===== config.mk =====
export PLATFORM = sky130hd
export DESIGN_NAME = noc_injector
export DESIGN_NICKNAME = d
export VERILOG_FILES = /design/src/rtl/noc_pkg.sv /design/src/rtl/inj_fifo.sv /design/src/rtl/noc_injector.sv
export SDC_FILE = /design/constraint.sdc
export NUM_CORES = 1
export LEC_CHECK = 0
export BUFFER_PORTS_ARGS = -buffer_cell sky130_fd_sc_hd__buf_4
export CORE_UTILIZATION = 40
export CTS_CLUSTER_SIZE = 24
export DETAILED_ROUTE_END_ITERATION = 10
export HOLD_SLACK_MARGIN = 0.02
export PLACE_DENSITY = 0.57
export SETUP_SLACK_MARGIN = 0.1
export SYNTH_ARGS = -nofsm -noshare
export SYNTH_HDL_FRONTEND = slang
export SYNTH_SLANG_ARGS = --single-unit

===== constraint.sdc =====
create_clock -name clk -period 5.99 [get_ports clk]
set_input_delay 0 -clock clk [delete_from_list [all_inputs] [get_ports clk]]
set_output_delay 0 -clock clk [all_outputs]
set_load 0.01 [all_outputs]

===== src/rtl/noc_pkg.sv =====
// Shared definitions for the NoC injector: default geometry, word field offsets
// and the egress state encoding.
package noc_pkg;
  localparam int BIT_WIDTH = 16;
  localparam int LOG_N_ADD = 6;
  localparam int CTRL_BIT  = 1;
  localparam int LOG_DEPTH = 2;
  localparam int CNT_WIDTH = 16;

  localparam int W        = BIT_WIDTH + LOG_N_ADD + CTRL_BIT;
  localparam int DATA_LSB = 0;
  localparam int ADDR_LSB = BIT_WIDTH;
  localparam int VAL_POS  = W - 1;

  typedef enum logic {
    EMPTY  = 1'b0,
    LOADED = 1'b1
  } egress_state_t;
endpackage


===== src/rtl/inj_fifo.sv =====
// Single-clock show-ahead FIFO; the level counter separates full from empty
// because the pointers wrap modulo depth.
module inj_fifo #(
  parameter int width     = 22,
  parameter int log_depth = 2
) (
  input  logic                 clk,
  input  logic                 rst,
  input  logic                 wr_en,
  input  logic [width-1:0]     wr_data,
  input  logic                 rd_en,
  output logic [width-1:0]     rd_data,
  output logic [log_depth:0]   level,
  output logic                 full,
  output logic                 empty
);
  localparam int depth = 1 << log_depth;
  localparam logic [log_depth:0] depth_c = (log_depth + 1)'(depth);

  logic [width-1:0]     mem_r [depth];
  logic [log_depth-1:0] wr_ptr_r;
  logic [log_depth-1:0] rd_ptr_r;
  logic [log_depth:0]   level_r;
  logic                 do_wr_s;
  logic                 do_rd_s;

  assign full    = (level_r == depth_c);
  assign empty   = (level_r == {(log_depth + 1){1'b0}});
  assign level   = level_r;
  assign rd_data = mem_r[rd_ptr_r];
  assign do_wr_s = wr_en && !full;
  assign do_rd_s = rd_en && !empty;

  // Storage array write port
  always_ff @(posedge clk) begin
    if (do_wr_s) begin
      mem_r[wr_ptr_r] <= wr_data;
    end
  end

  // Pointers and occupancy
  always_ff @(posedge clk or negedge rst) begin
    if (!rst) begin
      wr_ptr_r <= {log_depth{1'b0}};
      rd_ptr_r <= {log_depth{1'b0}};
      level_r  <= {(log_depth + 1){1'b0}};
    end else begin
      if (do_wr_s) begin
        wr_ptr_r <= wr_ptr_r + log_depth'(1);
      end
      if (do_rd_s) begin
        rd_ptr_r <= rd_ptr_r + log_depth'(1);
      end
      case ({do_wr_s, do_rd_s})
        2'b10:   level_r <= level_r + (log_depth + 1)'(1);
        2'b01:   level_r <= level_r - (log_depth + 1)'(1);
        default: level_r <= level_r;
      endcase
    end
  end
endmodule


===== src/rtl/noc_injector.sv =====
// Per-multiplier NoC ingress: buffers products, presents {val, addr, data} on
// pkt until the NoC is not stalled, and counts transfers and stalled cycles.
module noc_injector
  import noc_pkg::*;
#(
  parameter int bit_width = BIT_WIDTH,
  parameter int log_n_add = LOG_N_ADD,
  parameter int ctrl_bit  = CTRL_BIT,
  parameter int log_depth = LOG_DEPTH,
  parameter int cnt_width = CNT_WIDTH
) (
  input  logic                                  clk,
  input  logic                                  rst,
  input  logic                                  prod_valid,
  input  logic [bit_width-1:0]                  prod_data,
  input  logic [log_n_add-1:0]                  prod_addr,
  output logic                                  prod_ready,
  output logic [bit_width+log_n_add+ctrl_bit-1:0] pkt,
  input  logic                                  stall,
  output logic [log_depth:0]                    fifo_level,
  output logic [cnt_width-1:0]                  sent_cnt,
  output logic [cnt_width-1:0]                  stall_cnt
);
  localparam int pw = bit_width + log_n_add;
  localparam int ww = pw + ctrl_bit;

  egress_state_t    state_r;
  egress_state_t    state_nxt_s;
  logic [ww-1:0]    pkt_r;
  logic [ww-1:0]    pkt_nxt_s;
  logic [pw-1:0]    head_s;
  logic             pop_s;
  logic             xfer_s;
  logic             wr_en_s;
  logic             full_s;
  logic             empty_s;
  logic [cnt_width-1:0] sent_r;
  logic [cnt_width-1:0] stall_cnt_r;

  // Gating with rst keeps prod_ready low while reset is held.
  assign prod_ready = rst && !full_s;
  assign wr_en_s    = prod_valid && prod_ready;

  inj_fifo #(
    .width     (pw),
    .log_depth (log_depth)
  ) u_fifo (
    .clk     (clk),
    .rst     (rst),
    .wr_en   (wr_en_s),
    .wr_data ({prod_addr, prod_data}),
    .rd_en   (pop_s),
    .rd_data (head_s),
    .level   (fifo_level),
    .full    (full_s),
    .empty   (empty_s)
  );

  // Egress next-state, pop and output word selection
  always_comb begin
    state_nxt_s = state_r;
    pkt_nxt_s   = pkt_r;
    pop_s       = 1'b0;
    xfer_s      = 1'b0;
    case (state_r)
      EMPTY: begin
        if (!empty_s) begin
          pop_s       = 1'b1;
          pkt_nxt_s   = {{(ctrl_bit - 1){1'b0}}, 1'b1, head_s};
          state_nxt_s = LOADED;
        end else begin
          pkt_nxt_s   = {ww{1'b0}};
          state_nxt_s = EMPTY;
        end
      end
      LOADED: begin
        if (!stall) begin
          xfer_s = 1'b1;
          if (!empty_s) begin
            pop_s       = 1'b1;
            pkt_nxt_s   = {{(ctrl_bit - 1){1'b0}}, 1'b1, head_s};
            state_nxt_s = LOADED;
          end else begin
            pkt_nxt_s   = {ww{1'b0}};
            state_nxt_s = EMPTY;
          end
        end else begin
          pkt_nxt_s   = pkt_r;
          state_nxt_s = LOADED;
        end
      end
      default: begin
        pkt_nxt_s   = {ww{1'b0}};
        state_nxt_s = EMPTY;
      end
    endcase
  end

  // Egress state and output register
  always_ff @(posedge clk or negedge rst) begin
    if (!rst) begin
      state_r <= EMPTY;
      pkt_r   <= {ww{1'b0}};
    end else begin
      state_r <= state_nxt_s;
      pkt_r   <= pkt_nxt_s;
    end
  end

  // Statistics: sent wraps, stall saturates
  always_ff @(posedge clk or negedge rst) begin
    if (!rst) begin
      sent_r      <= {cnt_width{1'b0}};
      stall_cnt_r <= {cnt_width{1'b0}};
    end else begin
      if (xfer_s) begin
        sent_r <= sent_r + cnt_width'(1);
      end
      if ((state_r == LOADED) && stall && (stall_cnt_r != {cnt_width{1'b1}})) begin
        stall_cnt_r <= stall_cnt_r + cnt_width'(1);
      end
    end
  end

  assign pkt       = pkt_r;
  assign sent_cnt  = sent_r;
  assign stall_cnt = stall_cnt_r;
endmodule

==> run summary, run 1 <==
CRITICAL PATH
----------------------------------------------------------------------------------------
Crit. Startpoint ..........................................................          rst
Worst setup SP type ....................................................... primary input
WP data arrival ...........................................................      2.67 ns
Minimum setup slack among reg-to-reg paths ................................      3.60 ns
Reg-to-reg critical path endpoint ......................................... u_fifo.level[2]$_DFFE_PN0P_
Crit Path Category ........................................................ primary input to flop
Kind of capture point of the worst setup path .............................         flop
CP Data Required Time .....................................................      6.02 ns
Maximum fanout encountered on the critical timing path ....................           64
Last element of the critical path ......................................... u_fifo.mem_r[1][19]$_DFFE_PP_
Register-to-Register Path Depth ...........................................           10
Beginning of the worst register-to-register path .......................... state_r$_DFF_PN0_

STA
----------------------------------------------------------------------------------------
Relative slew slack .......................................................        0.222
Portion of the clock cycle consumed by the worst path in the final layout .        0.440
Final Setup Violations ....................................................            0
Number of hold violations in the final report .............................            0
Setup clock skew after layout .............................................   0.00818 ns
Maximum achievable frequency ..............................................      380 MHz
Setup TNS Final ...........................................................         0 ns
Final min period ..........................................................      2.63 ns
Setup WS post-layout ......................................................      3.36 ns
Slew at the pin closest to its max-slew limit .............................      1.17 ns
Unrepaired setup endpoints after global routing ...........................           no
Max-slew violation total from the final report ............................            0

PLACED DESIGN
----------------------------------------------------------------------------------------
GPL Wtd Cong ..............................................................        0.772
Detail Placement HPWL .....................................................      7.11 mm
Worst Setup Slack post-DPL ................................................      3.38 ns
Count of buffers from port buffering ......................................           84
Count of placed standard cells including taps .............................          608

FINAL LAYOUT
----------------------------------------------------------------------------------------
Final cell count without fillers ..........................................          665
Antenna fix cells .........................................................            0
Number of fill cells ......................................................        1,200
Share of post-route cells with drive strength above 1 .....................        0.310
Sequential cell area ......................................................    4220 um^2
Area used by multi-input combinational logic ..............................    1680 um^2
Final-stage net count .....................................................          502
Synthesis-to-finish area growth ...........................................        28.7%
Share of the core filled with cells .......................................        0.528

LOGIC SYNTHESIS
----------------------------------------------------------------------------------------
Prevailing post-synth register cell ....................................... sky130_fd_sc_hd__edfxtp_1
Number of nets produced by synthesis ......................................          381
Number of synthesized flops with an enable pin ............................           88
Mapped cell area ..........................................................    5990 um^2
Cell accounting for the most synthesized area ............................. sky130_fd_sc_hd__edfxtp_1
Syn_area_per_cell .........................................................    17.2 um^2
Cell with the most instances after synthesis .............................. sky130_fd_sc_hd__edfxtp_1
Ranking of synthesized cells by area ...................................... sky130_fd_sc_hd__edfxtp_1 (44%), sky130_fd_sc_hd__dfrtp_1 (26%), sky130_fd_sc_hd__mux4_2 (8.3%)
Fraction of post-synthesis cell area in the top cell type by area .........        0.441
Post-synthesis sequential area ratio ......................................        0.705
Number of distinct library cells after synthesis ..........................           41
Total of warnings raised by yosys .........................................            0
Fraction of registers with async set/reset ................................        0.417
List of most frequent post-synthesis cells ................................ sky130_fd_sc_hd__edfxtp_1 (88), sky130_fd_sc_hd__dfrtp_1 (63), sky130_fd_sc_hd__a22o_1 (22), sky130_fd_sc_hd__mux4_2 (22), sky130_fd_sc_hd__nand2_1 (17)
Flip-flop and latch count after synthesis .................................          151
Number of cells produced by synthesis .....................................          347

FLOORPLANNING
----------------------------------------------------------------------------------------
Number of I/O pins ........................................................           85
# rows ....................................................................           44
Width of the die ..........................................................       124 um
Area of the core ..........................................................  14,600 um^2
Initial cell density of the core ..........................................        0.410
Vertical extent of the die ................................................       124 um
Floorplan die area ........................................................  15,500 um^2

GRT
----------------------------------------------------------------------------------------
Vias in the first global route ............................................        3,481
Total Routing Usage GR ....................................................        0.161
Initial antenna violation count ...........................................            0
Final global-route overflow total .........................................            0
Maximum number of pins on one net before global-route repair ..............           65
Global-route wire length before repair ....................................      18.8 mm

CLOCK NETWORK
----------------------------------------------------------------------------------------
Buffer depth of the longest clock path ....................................            2
TritonCTS clock tree ......................................................        built
CTS clk-pin slew, worst paths .............................................      0.06 ns
Number of cells upsized or downsized after cts ............................            0
Library cell used as clock root buffer .................................... sky130_fd_sc_hd__clkbuf_16
Clock latency reported for the late side of the worst-skew pair ...........      0.42 ns
Number of buffers inserted by hold repair at cts ..........................           25
Clock tree sinks ..........................................................          151
Number of setup buffers added after CTS ...................................            0
Number of levels the H-tree was split into ................................            4
Inserted Clock Buffers ....................................................           17

ROUTE
----------------------------------------------------------------------------------------
# DRC .....................................................................            0
Number of vias in the routed layout .......................................        3,363
Remaining antenna violation count .........................................            0
Vias per std cell .........................................................         5.06
Post-detailed-routing wire length .........................................      11.4 mm
Number of detailed-route iterations in the first pass .....................            4
DRC violation total after the first TritonRoute iteration .................          200
Wirelength per Cell .......................................................      17.2 um

POWER
----------------------------------------------------------------------------------------
Leakage power figure ......................................................      3.13 nW
Worst voltage drop across the vdd grid ....................................     0.281 mV
Power per Cell Area .......................................................  456 nW/um^2

JOB
----------------------------------------------------------------------------------------
Maximum Capacitance Violations ............................................            0

WORST HOLD PATH
----------------------------------------------------------------------------------------
Worst hold path class ..................................................... primary input to async pin

STATUS
----------------------------------------------------------------------------------------
Run status ................................................................ complete, no violations

[metal layers]
metal	vias to the layer above	wire length, um	GRT usage
li1	1578	-	-
met3	13	468	0.0498
met1	1688	5290	0.214
met2	84	5550	0.250
met4	0	122	0.0595
met5	-	0	0
[area by class of cell]
cell class | count | share of cell area
clock buffer | 21 | 0.0598
clock inverter | 11 | 0.0219
inverter | 8 | 0.00390
multi-input combinational | 177 | 0.218
sequential | 151 | 0.548
tap | 184 | 0.0299
timing repair buffer | 113 | 0.118
[power by group]
group          total [mW]  switching (mW)  internal [mW]
Combinational       0.831           0.351          0.480
Clock                1.13           0.406          0.721
Sequential           1.56           0.237           1.32
[layout by cell type (no fill, tap or decap), types with 2 or more instances in the layout]
master / netlist / layout
sky130_fd_sc_hd__nand4_2: 2 / 2
sky130_fd_sc_hd__dlygate4sd3_1: 0 / 25
sky130_fd_sc_hd__and4_1: 5 / 5
sky130_fd_sc_hd__nand4_1: 5 / 5
sky130_fd_sc_hd__mux2_2: 2 / 2
sky130_fd_sc_hd__o21a_1: 2 / 2
sky130_fd_sc_hd__nor3_1: 4 / 4
sky130_fd_sc_hd__inv_6: 0 / 3
sky130_fd_sc_hd__nand3_1: 12 / 12
sky130_fd_sc_hd__bufinv_16: 0 / 4
sky130_fd_sc_hd__clkbuf_1: 2 / 2
sky130_fd_sc_hd__nor2_1: 9 / 9
sky130_fd_sc_hd__and2_1: 3 / 3
sky130_fd_sc_hd__inv_1: 8 / 8
sky130_fd_sc_hd__ha_1: 7 / 7
sky130_fd_sc_hd__mux2_1: 5 / 5
sky130_fd_sc_hd__dfrtp_1: 63 / 62
sky130_fd_sc_hd__mux4_2: 22 / 22
sky130_fd_sc_hd__clkbuf_16: 0 / 17
sky130_fd_sc_hd__buf_4: 2 / 88
sky130_fd_sc_hd__xnor2_1: 14 / 14
sky130_fd_sc_hd__nand2_1: 17 / 17
sky130_fd_sc_hd__and3_1: 10 / 10
sky130_fd_sc_hd__clkbuf_8: 0 / 2
sky130_fd_sc_hd__a31oi_1: 3 / 3
sky130_fd_sc_hd__a22o_1: 22 / 22
sky130_fd_sc_hd__edfxtp_1: 88 / 88
sky130_fd_sc_hd__xor2_1: 14 / 14
sky130_fd_sc_hd__clkinv_2: 0 / 2
sky130_fd_sc_hd__a21oi_1: 4 / 4
[flip-flops by register name, summed over array words and instances (netlist names)]
signal,flops
u_fifo.wr_ptr_r,2
u_fifo.mem_r,88
sent_cnt,16
u_fifo.level,3
stall_cnt,16
state_r,1
pkt,23
u_fifo.rd_ptr_r,2
[kinds of logic after synthesis]
group / share of synthesized area
AND/OR/NAND/NOR: 0.0736
flip-flops: 0.705
multiplexers: 0.0976
adder cells (fa/ha/maj): 0.0180
AO/OA/AOI/OAI: 0.0508
buffers and inverters: 0.0142
XOR/XNOR: 0.0410
[through the flow]
step	hold WS (ns)	cell area (um^2)	power [mW]
floorplan	-0.296	5990	2.03
global placement	0.148	6820	2.40
detailed placement	0.155	6820	2.42
CTS	0.240	7700	3.57
global route	0.302	7700	3.70
finish	0.194	7700	3.52
[worst min path at each step]
stage / start / end / slack [ns]
CTS: rst / stall_cnt[10]$_DFFE_PN0P_ / 0.24
detailed placement: rst / stall_cnt[10]$_DFFE_PN0P_ / 0.16
floorplan: rst / pkt[0]$_DFFE_PN0N_ / -0.30
global placement: rst / stall_cnt[10]$_DFFE_PN0P_ / 0.15
finish: rst / stall_cnt[14]$_DFFE_PN0P_ / 0.19
global route: rst / stall_cnt[14]$_DFFE_PN0P_ / 0.30
[critical path, stage by stage]
cell and delay (ns):
sky130_fd_sc_hd__dlygate4sd3_1 0.52, sky130_fd_sc_hd__buf_4 0.61, sky130_fd_sc_hd__inv_1 0.09, sky130_fd_sc_hd__a31oi_1 0.36, sky130_fd_sc_hd__and3_1 1.01
Power figures use the tool's default switching activity.
==> run 2: changes to the inputs <==
--- a/config.mk
+++ b/config.mk
@@ -10,7 +10,7 @@
 export CTS_CLUSTER_SIZE = 24
 export DETAILED_ROUTE_END_ITERATION = 10
 export HOLD_SLACK_MARGIN = 0.02
-export PLACE_DENSITY = 0.57
+export PLACE_DENSITY = 0.59
 export SETUP_SLACK_MARGIN = 0.1
 export SYNTH_ARGS = -nofsm -noshare
 export SYNTH_HDL_FRONTEND = slang
==> constraint.sdc (replaced) <==
create_clock -name clk -period 2.16 [get_ports clk]
set_input_delay 0 -clock clk [delete_from_list [all_inputs] [get_ports clk]]
set_output_delay 0 -clock clk [all_outputs]
set_load 0.01 [all_outputs]
==> run summary, run 2 (synthesis results as in run 1) <==
ROUTE
----------------------------------------------------------------------------------------
Post-detailed-routing wire length .........................................      12.0 mm
Number of detailed-route iterations in the first pass .....................            4
DRC violation total after the first TritonRoute iteration .................          137
Vias per std cell .........................................................         5.16
Wirelength per Cell .......................................................      17.8 um
Remaining antenna violation count .........................................            0
# DRC .....................................................................            0
Number of vias in the routed layout .......................................        3,486

FINAL LAYOUT
----------------------------------------------------------------------------------------
Share of post-route cells with drive strength above 1 .....................        0.339
Antenna fix cells .........................................................            0
Number of fill cells ......................................................        1,201
Commonest non-fill, non-tap cells in the layout ........................... sky130_fd_sc_hd__buf_4 (96), sky130_fd_sc_hd__edfxtp_1 (88), sky130_fd_sc_hd__dfrtp_1 (62)
Synthesis-to-finish area growth ...........................................        30.1%
Number of flip-flops under the largest register name ......................           88
Final-stage net count .....................................................          513
Most common cell after layout, fill and taps aside ........................ sky130_fd_sc_hd__buf_4
Register containing the most flip-flops in the final layout ............... u_fifo.mem_r
Share of the core filled with cells .......................................        0.534

STA
----------------------------------------------------------------------------------------
Max-slew violation total from the final report ............................            0
Setup TNS Final ...........................................................         0 ns
Portion of the clock cycle consumed by the worst path in the final layout .        0.884
Final Setup Violations ....................................................            0
Maximum achievable frequency ..............................................      524 MHz
Relative slew slack .......................................................        0.433
Slew at the pin closest to its max-slew limit .............................     0.851 ns
WHS .......................................................................     0.320 ns
Unrepaired setup endpoints after global routing ...........................           no
Number of hold violations in the final report .............................            0
Setup clock skew after layout .............................................    0.0154 ns
Final min period ..........................................................      1.91 ns

FLOORPLANNING
----------------------------------------------------------------------------------------
Number of I/O pins ........................................................           85
# rows ....................................................................           44
Initial cell density of the core ..........................................        0.410
Width of the die ..........................................................       124 um
Area of the core ..........................................................  14,600 um^2
Floorplan die area ........................................................  15,500 um^2
Vertical extent of the die ................................................       124 um

CLOCK NETWORK
----------------------------------------------------------------------------------------
Clock tree sinks ..........................................................          151
CTS clk-pin slew, worst paths .............................................      0.06 ns
TritonCTS clock tree ......................................................        built
Buffer depth of the longest clock path ....................................            2
Clock latency reported for the late side of the worst-skew pair ...........      0.42 ns
Inserted Clock Buffers ....................................................           17
Number of levels the H-tree was split into ................................            4
Library cell used as clock root buffer .................................... sky130_fd_sc_hd__clkbuf_16

CRITICAL PATH
----------------------------------------------------------------------------------------
Kind of capture point of the worst setup path .............................         flop
Slowest CP cell ........................................................... sky130_fd_sc_hd__dfrtp_1
Crit Path Category ........................................................ flop to flop
WP data arrival ...........................................................      2.26 ns
Worst setup SP type .......................................................         flop
Critical path cell sequence ............................................... inv_2 > a31oi_2 > and2_4 > inv_1 > ha_2 > inv_1 > fa_2 > xor2_1 > nor2_1 > xor2_1
Sum of buffers and inverters on the critical path .........................            3
CP Data Required Time .....................................................      2.51 ns
Largest stage delay, worst path ...........................................      0.40 ns
Cell family with most CP delay ............................................  adder cells
Maximum fanout encountered on the critical timing path ....................            3

STATUS
----------------------------------------------------------------------------------------
Run status ................................................................ complete, no violations

POWER
----------------------------------------------------------------------------------------
Leakage power figure ......................................................      3.17 nW
Final Power ...............................................................      9.71 mW
Worst voltage drop across the vdd grid ....................................     0.683 mV
Power per Cell Area ....................................................... 1250 nW/um^2

PLACED DESIGN
----------------------------------------------------------------------------------------
Count of buffers from port buffering ......................................           84
Detail Placement HPWL .....................................................      7.47 mm
GPL Wtd Cong ..............................................................        0.825

GRT
----------------------------------------------------------------------------------------
Initial antenna violation count ...........................................            0
Final global-route overflow total .........................................            0
Global-route wire length before repair ....................................      19.4 mm
Vias in the first global route ............................................        3,679
Total Routing Usage GR ....................................................        0.167
Maximum number of pins on one net before global-route repair ..............           64

WORST HOLD PATH
----------------------------------------------------------------------------------------
Worst hold path class ..................................................... primary input to flop

JOB
----------------------------------------------------------------------------------------
Maximum Capacitance Violations ............................................            0

run 2: worst register-to-register path, stage by stage (launching register included):
cell and delay, ns:
sky130_fd_sc_hd__dfrtp_1 0.40, sky130_fd_sc_hd__inv_2 0.09, sky130_fd_sc_hd__a31oi_2 0.10, sky130_fd_sc_hd__and2_4 0.19
sky130_fd_sc_hd__inv_1 0.06, sky130_fd_sc_hd__ha_2 0.17, sky130_fd_sc_hd__inv_1 0.06, sky130_fd_sc_hd__fa_2 0.33
sky130_fd_sc_hd__xor2_1 0.14, sky130_fd_sc_hd__nor2_1 0.14, sky130_fd_sc_hd__xor2_1 0.15
run 2: through the flow:
stage | cell area [um^2] | setup WS, ns | cells
after CTS | 7760 | 0.107 | 673
final | 7790 | 0.250 | 676
after floorplan | 6010 | 0.101 | 347
after global placement | 6930 | 0.223 | 616
after global routing | 7790 | 0.128 | 676
after detailed placement | 6930 | 0.121 | 616
run 2: cell type report:
cell class                      count  area (um^2)  area share
Inverter                            8         30.0     0.00386
Clock buffer                       18          429      0.0551
Clock inverter                     14          148      0.0190
Timing Repair Buffer              124         1030       0.132
Tap cell                          184          230      0.0296
Sequential cell                   151         4220       0.542
Multi-Input combinational cell    177         1700       0.218
run 2: timing repair:
action                                 CTS  global route
hold buffers                            25             0
setup buffers                            0             3
resized for setup                        0             5
endpoints found under the hold margin  157             0
setup endpoints to repair                0             1
run 2: routing by layer:
| layer | GRT usage | wire (um) | vias up |
|---|---|---|---|
| met5 | 0 | 0 | - |
| met4 | 0.0574 | 136 | 0 |
| met3 | 0.0528 | 502 | 11 |
| met2 | 0.270 | 6000 | 82 |
| met1 | 0.211 | 5400 | 1785 |
| li1 | - | - | 1608 |
run 2: power breakdown:
part | total [mW] | leakage [nW] | internal, mW | switching, mW
Clock | 2.88 | 0.283 | 1.71 | 1.17
Combinational | 2.67 | 1.30 | 1.47 | 1.20
Sequential | 4.16 | 1.59 | 3.66 | 0.495
run 2: final timing paths:
path | from | endpoint | slack (ns) | cells past startpoint
max | u_fifo.level[0]$_DFFE_PN0P_ | u_fifo.level[2]$_DFFE_PN0P_ | 0.25 | 10
min | prod_addr[3] | u_fifo.mem_r[3][19]$_DFFE_PP_ | 0.32 | 2
max reg2reg | u_fifo.level[0]$_DFFE_PN0P_ | u_fifo.level[2]$_DFFE_PN0P_ | 0.25 | 10
min reg2reg | sent_cnt[15]$_DFFE_PN0P_ | sent_cnt[15]$_DFFE_PN0P_ | 0.47 | 1
max in group asynchronous | rst | u_fifo.rd_ptr_r[0]$_DFFE_PN0P_ | 1.18 | 3
min in group asynchronous | rst | pkt[2]$_DFFE_PN0N_ | 0.37 | 3
==> run 3: changes to the inputs <==
--- a/config.mk
+++ b/config.mk
@@ -6,11 +6,12 @@
 export NUM_CORES = 1
 export LEC_CHECK = 0
 export BUFFER_PORTS_ARGS = -buffer_cell sky130_fd_sc_hd__buf_4
-export CORE_UTILIZATION = 40
+export CORE_UTILIZATION = 51
 export CTS_CLUSTER_SIZE = 24
 export DETAILED_ROUTE_END_ITERATION = 10
+export GPL_TIMING_DRIVEN = 0
 export HOLD_SLACK_MARGIN = 0.02
-export PLACE_DENSITY = 0.59
+export PLACE_DENSITY = 0.73
 export SETUP_SLACK_MARGIN = 0.1
 export SYNTH_ARGS = -nofsm -noshare
 export SYNTH_HDL_FRONTEND = slang
==> run summary, run 3 (synthesis results as in run 1) <==
GRT
----------------------------------------------------------------------------------------
Vias in the first global route ............................................        3,504
Global-route wire length before repair ....................................      18.3 mm
Final global-route overflow total .........................................            0
Maximum number of pins on one net before global-route repair ..............           65
Initial antenna violation count ...........................................            0
Total Routing Usage GR ....................................................        0.213

FINAL LAYOUT
----------------------------------------------------------------------------------------
Synthesis-to-finish area growth ...........................................        28.4%
Commonest non-fill, non-tap cells in the layout ........................... sky130_fd_sc_hd__buf_4 (93), sky130_fd_sc_hd__edfxtp_1 (88), sky130_fd_sc_hd__dfrtp_1 (62)
Number of fill cells ......................................................          789
Antenna fix cells .........................................................            0
Final-stage net count .....................................................          515
Non-Filler Cell Area, Final ...............................................    7690 um^2
Number of flip-flops under the largest register name ......................           88
Register containing the most flip-flops in the final layout ............... u_fifo.mem_r
Most common cell after layout, fill and taps aside ........................ sky130_fd_sc_hd__buf_4
Share of post-route cells with drive strength above 1 .....................        0.344

FLOORPLANNING
----------------------------------------------------------------------------------------
Number of I/O pins ........................................................           85
Area of the core ..........................................................  11,400 um^2
Vertical extent of the die ................................................       110 um
# rows ....................................................................           39
Floorplan die area ........................................................  12,200 um^2
Width of the die ..........................................................       110 um
Initial cell density of the core ..........................................        0.524

CLOCK NETWORK
----------------------------------------------------------------------------------------
CTS clk-pin slew, worst paths .............................................      0.06 ns
Buffer depth of the longest clock path ....................................            2
Clock latency reported for the late side of the worst-skew pair ...........      0.42 ns
TritonCTS clock tree ......................................................        built
Number of levels the H-tree was split into ................................            4
Number of buffers inserted by hold repair at cts ..........................           24
Inserted Clock Buffers ....................................................           17
Clock tree sinks ..........................................................          151
Library cell used as clock root buffer .................................... sky130_fd_sc_hd__clkbuf_16

CRITICAL PATH
----------------------------------------------------------------------------------------
Slowest CP cell ........................................................... sky130_fd_sc_hd__dfrtp_1
Cell family with most CP delay ............................................  adder cells
Crit Path Category ........................................................ flop to flop
Maximum fanout encountered on the critical timing path ....................           10
CP Data Required Time .....................................................      2.49 ns
Worst setup SP type .......................................................         flop
WP data arrival ...........................................................      2.31 ns
Cell mode on critical path ................................................ sky130_fd_sc_hd__xor2_1
Kind of capture point of the worst setup path .............................         flop
Critical path cell sequence ............................................... and2_4 > buf_6 > nor2_4 > buf_8 > ha_2 > inv_1 > fa_2 > xor2_1 > nor2_1 > xor2_1
Largest stage delay, worst path ...........................................      0.39 ns
Sum of buffers and inverters on the critical path .........................            3

STA
----------------------------------------------------------------------------------------
Setup clock skew after layout .............................................   0.00724 ns
Unrepaired setup endpoints after global routing ...........................           no
Number of hold violations in the final report .............................           63
Maximum achievable frequency ..............................................      505 MHz
Final min period ..........................................................      1.98 ns
Setup TNS Final ...........................................................         0 ns
Final Setup Violations ....................................................            0
Portion of the clock cycle consumed by the worst path in the final layout .        0.917
Max-slew violation total from the final report ............................            0
Slew at the pin closest to its max-slew limit .............................     0.837 ns
Relative slew slack .......................................................        0.442
WHS .......................................................................    -0.335 ns

ROUTE
----------------------------------------------------------------------------------------
Post-detailed-routing wire length .........................................      11.7 mm
DRC violation total after the first TritonRoute iteration .................          181
Number of vias in the routed layout .......................................        3,520
Wirelength per Cell .......................................................      18.4 um
Number of detailed-route iterations in the first pass .....................            5
# DRC .....................................................................            0
Remaining antenna violation count .........................................            0
Vias per std cell .........................................................         5.53

POWER
----------------------------------------------------------------------------------------
Leakage power figure ......................................................      3.13 nW
Power per Cell Area ....................................................... 1240 nW/um^2
Worst voltage drop across the vdd grid ....................................     0.901 mV

WORST HOLD PATH
----------------------------------------------------------------------------------------
Worst hold path class ..................................................... primary input to async pin

PLACED DESIGN
----------------------------------------------------------------------------------------
Count of buffers from port buffering ......................................           84
Dpl cell area .............................................................    6820 um^2
GPL Wtd Cong ..............................................................        0.870
Detail Placement HPWL .....................................................      7.07 mm

JOB
----------------------------------------------------------------------------------------
Maximum Capacitance Violations ............................................            0

STATUS
----------------------------------------------------------------------------------------
Run status ................................................................ complete, but fails checks
Violated checks ...........................................................  hold timing

[run 3: changes by cell type in the layout (fill, tap and decap cells not counted), sizes merged]
cell,change
clkinvlp,+2
inv,-3
clkbuf,+4
bufinv,-1
dlygate4sd3,-1
buf,+1
[run 3: repair_timing]
item                                    in CTS  in global routing
gates resized for setup                      9                  8
hold endpoints to repair                   158                 63
endpoints found under the setup margin      90                  3
pin swaps                                    1                  2
setup buffers                                4                  3
cloned                                       0                  0
[run 3: cell type report]
cell class / count / area, um^2 / area share
Buffer: 11 / 72.6 / 0.00944
Clock buffer: 20 / 437 / 0.0568
Clock inverter: 12 / 105 / 0.0137
Inverter: 8 / 30.0 / 0.00391
Multi-Input combinational cell: 177 / 1720 / 0.224
Sequential cell: 151 / 4220 / 0.549
Tap cell: 143 / 179 / 0.0233
Timing Repair Buffer: 115 / 923 / 0.120
[run 3: where the power goes]
| group | internal (mW) | switching (mW) | leakage [nW] |
|---|---|---|---|
| logic | 1.46 | 1.27 | 1.29 |
| clock network | 1.58 | 1.13 | 0.255 |
| registers | 3.67 | 0.454 | 1.59 |
[run 3: metrics by stage]
step                worst slack, ns  hold slack [ns]   util  std cells  total power, mW
floorplan                     0.101           -0.296      -        347             5.65
global placement             -0.426            0.163  0.597        574             6.66
detailed placement           -0.556            0.171  0.597        574             6.77
CTS                           0.109           -0.287  0.669        634             9.57
global route                 0.0904           -0.252  0.673        637             10.1
finish                        0.179           -0.335  0.673        637             9.56
[run 3: worst paths after layout]
kind	depth (start not counted)	slack [ns]	startpoint	endpoint
setup / recovery	10	0.18	state_r$_DFF_PN0_	u_fifo.level[2]$_DFFE_PN0P_
hold / removal	1	-0.34	rst	stall_cnt[10]$_DFFE_PN0P_
setup reg to reg	10	0.18	state_r$_DFF_PN0_	u_fifo.level[2]$_DFFE_PN0P_
hold reg to reg	1	0.47	sent_cnt[15]$_DFFE_PN0P_	sent_cnt[15]$_DFFE_PN0P_
max in group asynchronous	1	1.87	rst	u_fifo.level[2]$_DFFE_PN0P_
min in group clk	2	0.33	prod_data[6]	u_fifo.mem_r[1][6]$_DFFE_PP_
[run 3: layer usage]
metal  share of wire  global-route usage  vias to the layer above
met5               0                   0                        -
met3           0.053              0.0653                        4
met2            0.51               0.350                      106
met4          0.0055              0.0705                        0
met1            0.43               0.271                     1808
li1                -                   -                     1602
[run 3: worst reg2reg max path: stages, from the launching register on]
cell	delay (ns)
sky130_fd_sc_hd__dfrtp_1	0.39
sky130_fd_sc_hd__and2_4	0.17
sky130_fd_sc_hd__buf_6	0.14
sky130_fd_sc_hd__nor2_4	0.11
sky130_fd_sc_hd__buf_8	0.10
sky130_fd_sc_hd__ha_2	0.17
sky130_fd_sc_hd__inv_1	0.06
sky130_fd_sc_hd__fa_2	0.33
sky130_fd_sc_hd__xor2_1	0.14
sky130_fd_sc_hd__nor2_1	0.13
sky130_fd_sc_hd__xor2_1	0.16
